[src/rtl/fp_op_scheduler_pkg.sv]
// Shared types for the FP opcode scheduler: opcode width, NOP encoding and
// dispatch FSM state encoding.
package fp_pkg;

    localparam int OP_W = 3;

    typedef logic [OP_W-1:0] op_t;

    localparam op_t OP_NOP = 3'b000;

    typedef enum logic [2:0] {
        S_IDLE  = 3'd0,
        S_POP   = 3'd1,
        S_LOAD  = 3'd2,
        S_ISSUE = 3'd3,
        S_WAIT  = 3'd4
    } sched_state_t;

endpackage

[src/rtl/fp_op_scheduler_rr_arb2.sv]
// Two-way round-robin arbiter. Grants only while en is high; the pointer
// moves only when a grant is actually issued.
module rr_arb2 (
    input  logic clk,
    input  logic n_rst,
    input  logic en,
    input  logic req_a,
    input  logic req_b,
    output logic gnt_a,
    output logic gnt_b
);

    // set when A won the last grant, so B is favoured on the next contention
    logic last_a;

    always_comb begin
        gnt_a = 1'b0;
        gnt_b = 1'b0;
        if (en) begin
            if (req_a && req_b) begin
                gnt_a = !last_a;
                gnt_b = last_a;
            end else begin
                gnt_a = req_a;
                gnt_b = req_b;
            end
        end
    end

    always_ff @(posedge clk or negedge n_rst) begin
        if (!n_rst) begin
            last_a <= 1'b0;
        end else if (gnt_a || gnt_b) begin
            last_a <= gnt_a;
        end
    end

endmodule

[src/rtl/fp_op_scheduler.sv]
// Front end for fifobuff plus an FP execute unit: arbitrates two requesters onto
// the FIFO write port, tracks occupancy, and dispatches one opcode at a time.
//
// state   | meaning
// --------+---------------------------------------------------------------
// S_IDLE  | nothing in flight; leave as soon as the FIFO holds an entry
// S_POP   | fifo_read high for this single cycle
// S_LOAD  | FIFO head valid; capture into fpu_opcode, drop NOPs here
// S_ISSUE | fpu_start high for this single cycle
// S_WAIT  | opcode held at the FPU until fpu_done
module fp_op_scheduler #(
    parameter  int DEPTH = 8,
    parameter  int OP_W  = 3,
    localparam int CNT_W = $clog2(DEPTH + 1)
) (
    input  logic             clk,
    input  logic             n_rst,
    input  logic             req_a,
    input  logic [OP_W-1:0]  op_a,
    input  logic             req_b,
    input  logic [OP_W-1:0]  op_b,
    output logic             gnt_a,
    output logic             gnt_b,
    output logic             fifo_write,
    output logic [OP_W-1:0]  fifo_opcode_in,
    output logic             fifo_read,
    input  logic [OP_W-1:0]  fifo_opcode_out,
    output logic             fpu_start,
    output logic [OP_W-1:0]  fpu_opcode,
    input  logic             fpu_done,
    output logic [CNT_W-1:0] count,
    output logic             full,
    output logic             empty,
    output logic             busy
);

    import fp_pkg::*;

    sched_state_t state, state_nxt;
    logic         grant;

    assign full  = (count == CNT_W'(DEPTH));
    assign empty = (count == '0);
    assign grant = gnt_a || gnt_b;

    rr_arb2 u_arb (
        .clk   (clk),
        .n_rst (n_rst),
        .en    (!full),
        .req_a (req_a),
        .req_b (req_b),
        .gnt_a (gnt_a),
        .gnt_b (gnt_b)
    );

    always_ff @(posedge clk or negedge n_rst) begin
        if (!n_rst) begin
            fifo_write     <= 1'b0;
            fifo_opcode_in <= '0;
        end else begin
            fifo_write <= grant;
            if (gnt_a) begin
                fifo_opcode_in <= op_a;
            end else if (gnt_b) begin
                fifo_opcode_in <= op_b;
            end
        end
    end

    // count includes entries reserved by a grant whose write is still one cycle away
    always_ff @(posedge clk or negedge n_rst) begin
        if (!n_rst) begin
            count <= '0;
        end else begin
            case ({grant, fifo_read})
                2'b10:   count <= count + CNT_W'(1);
                2'b01:   count <= count - CNT_W'(1);
                default: count <= count;
            endcase
        end
    end

    always_comb begin
        state_nxt = state;
        case (state)
            S_IDLE:  if (count != '0) state_nxt = S_POP;
            S_POP:   state_nxt = S_LOAD;
            S_LOAD:  state_nxt = (fifo_opcode_out == OP_W'(OP_NOP)) ? S_IDLE : S_ISSUE;
            S_ISSUE: state_nxt = S_WAIT;
            S_WAIT:  if (fpu_done) state_nxt = S_IDLE;
            default: state_nxt = S_IDLE;
        endcase
    end

    always_ff @(posedge clk or negedge n_rst) begin
        if (!n_rst) begin
            state      <= S_IDLE;
            fpu_opcode <= '0;
        end else begin
            state <= state_nxt;
            if (state == S_LOAD) begin
                fpu_opcode <= fifo_opcode_out;
            end
        end
    end

    assign fifo_read = (state == S_POP);
    assign fpu_start = (state == S_ISSUE);
    assign busy      = (state != S_IDLE);

endmodule

[config.mk]
export PLATFORM = sky130hd
export DESIGN_NAME = fp_op_scheduler
export DESIGN_NICKNAME = d
export VERILOG_FILES = /design/src/rtl/fp_op_scheduler_pkg.sv /design/src/rtl/fp_op_scheduler_rr_arb2.sv /design/src/rtl/fp_op_scheduler.sv
export SDC_FILE = /design/constraint.sdc
export NUM_CORES = 1
export LEC_CHECK = 0
export CORE_UTILIZATION = 43
export CTS_BUF_LIST = sky130_fd_sc_hd__clkbuf_16
export CTS_CLUSTER_SIZE = 10
export DETAILED_ROUTE_END_ITERATION = 10
export PLACE_DENSITY_LB_ADDON = 0.15
export REMOVE_ABC_BUFFERS = 1
export SKIP_LAST_GASP = 1
export SYNTH_ARGS = -nofsm -noshare
export SYNTH_HDL_FRONTEND = slang
export SYNTH_SLANG_ARGS = --single-unit
[constraint.sdc]
create_clock -name clk -period 2.85 [get_ports clk]
set_input_delay 0.7125 -clock clk [delete_from_list [all_inputs] [get_ports clk]]
set_output_delay 0.7125 -clock clk [all_outputs]
set_load 0.02 [all_outputs]
==> summary.txt <==
Final layout
  – N_diodes: 0
  – Layout filler cell count: 124
  – Nets: about 140
  – Design Area, Final: between 1000 and 1500 um^2
  – Final std cells w/o fill: 150
  – Final core occ: between 70% and 80%
  – Share of post-route cells with drive strength above 1: approximately 17%
  – Area grow syn2layout: 54.1%

Detailed routing
  – Drt pass-1 iters: 4
  – Final wirelength: around 2000 um
  – WL met1: 933 um
  – Routed vias/inst: 5.33
  – Residual DRC count: 0
  – DR iter-0 viols: 14
  – Met2 wire len: ~950 um
  – ANT nets after route: 0
  – Wire length on met3: roughly 110 um
  – Wire length per cell: approximately 14 um
  – DR top layer: met4
  – Via Count: 800

Die
  – Die span in y: 46.9 um
  – DIE AREA: approximately 2200 um^2
  – Starting Density: 48.1%
  – Row count: 15
  – Die span in x: 46.9 um
  – I/O Pins: 32
  – Core area: 1800 um^2

Hold path
  – Worst Hold Launch: fpu_opcode[0]$_DFFE_PN0P_
  – Hold EP: fpu_opcode[0]$_DFFE_PN0P_
  – Hold Crit Class: reg2reg
  – Hold path depth: 1

Setup path
  – Critical path type: reg2out
  – Reg2Reg Depth: 7
  – FF-to-FF setup slack: ~340 ps
  – Crit-path leading delay family: buffers and inverters
  – CP Data Arrival Time: between 2000 and 2500 ps
  – CP Max Fanout: 11
  – RR Endpoint: count[3]$_DFFE_PN0P_
  – Bufs and invs on worst path: 2
  – Worst Setup Start Kind: flop
  – Worst path cell trace: or4b_4 -> clkinv_1 -> clkdlybuf4s50_1
  – Critical Path RT: 2140 ps
  – Crit-path slowest cell: or4b_4
  – Crit-path max cell delay: about 620 ps
  – Crit. End Element: primary output
  – R2R Path Start: count[2]$_DFFE_PN0P_

Clock network
  – Clk buf depth: 2
  – Postcts setup bufs: 0
  – CTS Hold Buffers Added: 0
  – H-Tree Depth: 1
  – Clock sink count: 15
  – Root Driver: clkbuf_16
  – Clk_lat worst skew: roughly 240 ps
  – CTS tree: done
  – Clk pin slew, worst setup/hold paths: about 50 ps
  – Num CTS Buffers: 3

STA
  – Worst-margin pin slew: 654 ps
  – Hold WS: 514 ps
  – Fin. Hold Viols: 0
  – Finish-stage setup viols: 0
  – Final min period: approximately 2800 ps
  – Tcrit/Tclk final: between 90% and 100%
  – RSZ-0062 raised after global routing: no
  – Clk_skew: ~2.7 ps
  – Fmax: 363 MHz
  – Worst Setup Slack, final: a little under 100 ps
  – Max Slew Vio Count: 0
  – Worst slew margin: a little under three fifths
  – Fin Setup TNS: 0 ps

Logic synthesis
  – Post-synth ARST share: 100%
  – Mapped Area: between 800 and 900 um^2
  – Share of the synthesized area in the top cell type: between 40% and 50%
  – Largest cells by area after synthesis: dfrtp_1 (43%), mux2_2 (5.2%), a21oi_1 (4.6%)
  – Cell taking the most area after synthesis: dfrtp_1
  – Sequential area share after synthesis: roughly 43%
  – Prevailing post-synth register cell: dfrtp_1
  – Synth Instances: between 80 and 90
  – Post-synth EDFFs: 0
  – Yosys warning count: 0
  – Post-synthesis cell type count: 34
  – FF+latch count, synth: 15
  – Synthesized area per cell: ~10 um^2

Place
  – IO Port Bufs: 31
  – Placed Cells: about 150
  – HPWL Detailed: 1540 um
  – GPL Wtd Cong: between 0.8 and 0.9
  – Pre-CTS setup slack: -158 ps
  – DP Area: 1250 um^2

Global route
  – Gr ovfl total: 0
  – First-pass GRT wire length: roughly 3400 um
  – GRT Total Usage: between 20% and 30%
  – Initial antenna violation count: 0
  – Vias in the first global route: 770
  – Largest net degree at the start of global routing: 16

Power
  – Clock share of power: between 10% and 20%
  – Peak supply drop: roughly 710 uV
  – Net Sw Power: roughly 0.61 mW
  – Leak pwr: around 0.57 nW
  – Total power: 1.55 mW
  – Reg power frac: a little over a quarter
  – Pwr per Cell Area: approximately 1200 nW/um^2
  – Net Sw Frac: between 30% and 40%
  – Logic gate share of total power: 56.8%
  – P_int: 0.941 mW

Job
  – Max-Cap Viols: 0

Status
  – Status: complete, no violations
## cell usage after synthesis (2+ instances only)
cell type / instances
inv_1: 6
nor3b_1: 5
dfrtp_1: 15
a21oi_1: 8
nand2_1: 3
mux2_2: 4
or3_1: 2
nor2_1: 2
o21ai_0: 4
a31oi_1: 4
nor3_1: 2
nand3_1: 5
ha_1: 3
## metal layers
| metal | GRT usage, % | vias up |
|---|---|---|
| met2 | 34.7 | 23 |
| li1 | - | 394 |
| met5 | 0 | - |
| met1 | 28.1 | 379 |
| met4 | 7.43 | 0 |
| met3 | 8.85 | 4 |
## repair_timing
item / CTS / global route
endpoints found under the setup margin: 1 / 2
gates cloned: 0 / 0
resized for setup: 1 / 2
## cell families after synthesis
| logic type | after synthesis | share of synthesized area, % |
|---|---|---|
| multiplexers | 5 | 6.35 |
| AO/OA/AOI/OAI | 23 | 17.0 |
| adder cells (fa/ha/maj) | 4 | 6.64 |
| AND/OR/NAND/NOR | 25 | 19.2 |
| buffers and inverters | 10 | 5.48 |
| XOR/XNOR | 2 | 2.02 |
| flip-flops | 15 | 43.3 |
## how the worst max path moves through the flow
stage                         start                    to  slack, ps  depth (start not counted)
3_3_place_gp                  req_a  count[3]$_DFFE_PN0P_        -80                          8
3_5_place_dp                  req_a  count[3]$_DFFE_PN0P_       -160                          8
4_1_cts                       req_b                 gnt_b         20                          5
2_1_floorplan  count[0]$_DFFE_PN0P_  count[3]$_DFFE_PN0P_        230                          7
6_report       count[2]$_DFFE_PN0P_                  full        100                          3
5_1_grt        count[2]$_DFFE_PN0P_                  full         40                          3
## placed cells by master (no fill, tap or decap), drive strengths merged, types with 2 or more instances in the layout
cell type / n
dfrtp: 15
or4b: 2
or3: 2
a21oi: 8
ha: 3
a31oi: 4
mux2: 4
clkdlybuf4s50: 29
clkbuf: 3
nand2: 4
nor3: 2
buf: 8
o21ai: 4
nand3: 5
nor3b: 5
nor2: 2
inv: 8
## layout make-up
type | instances | area [um^2] | share of cell area, %
Tap cell | 25 | 31.3 | 2.34
Timing Repair Buffer | 39 | 372 | 27.8
Clock buffer | 3 | 75.1 | 5.62
Inverter | 8 | 32.5 | 2.43
Clock inverter | 1 | 3.75 | 0.281
Sequential cell | 15 | 375 | 28.1
Multi-Input combinational cell | 59 | 447 | 33.4
## flip-flops by register name, indices dropped and copies added (netlist names)
signal          count
fifo_write          1
fpu_opcode          3
fifo_opcode_in      3
count               4
u_arb.last_a        1
state               3
## power groups by stage
stage / sequential, mW / combinational (mW) / clock (mW)
final: 0.406 / 0.881 / 0.263
after global routing: 0.421 / 0.962 / 0.284
after CTS: 0.405 / 0.885 / 0.271
after detailed placement: 0.406 / 0.881 / 0
after global placement: 0.402 / 0.862 / 0
after floorplan: 0.488 / 0.411 / 0
Power figures use the tool's default switching activity.
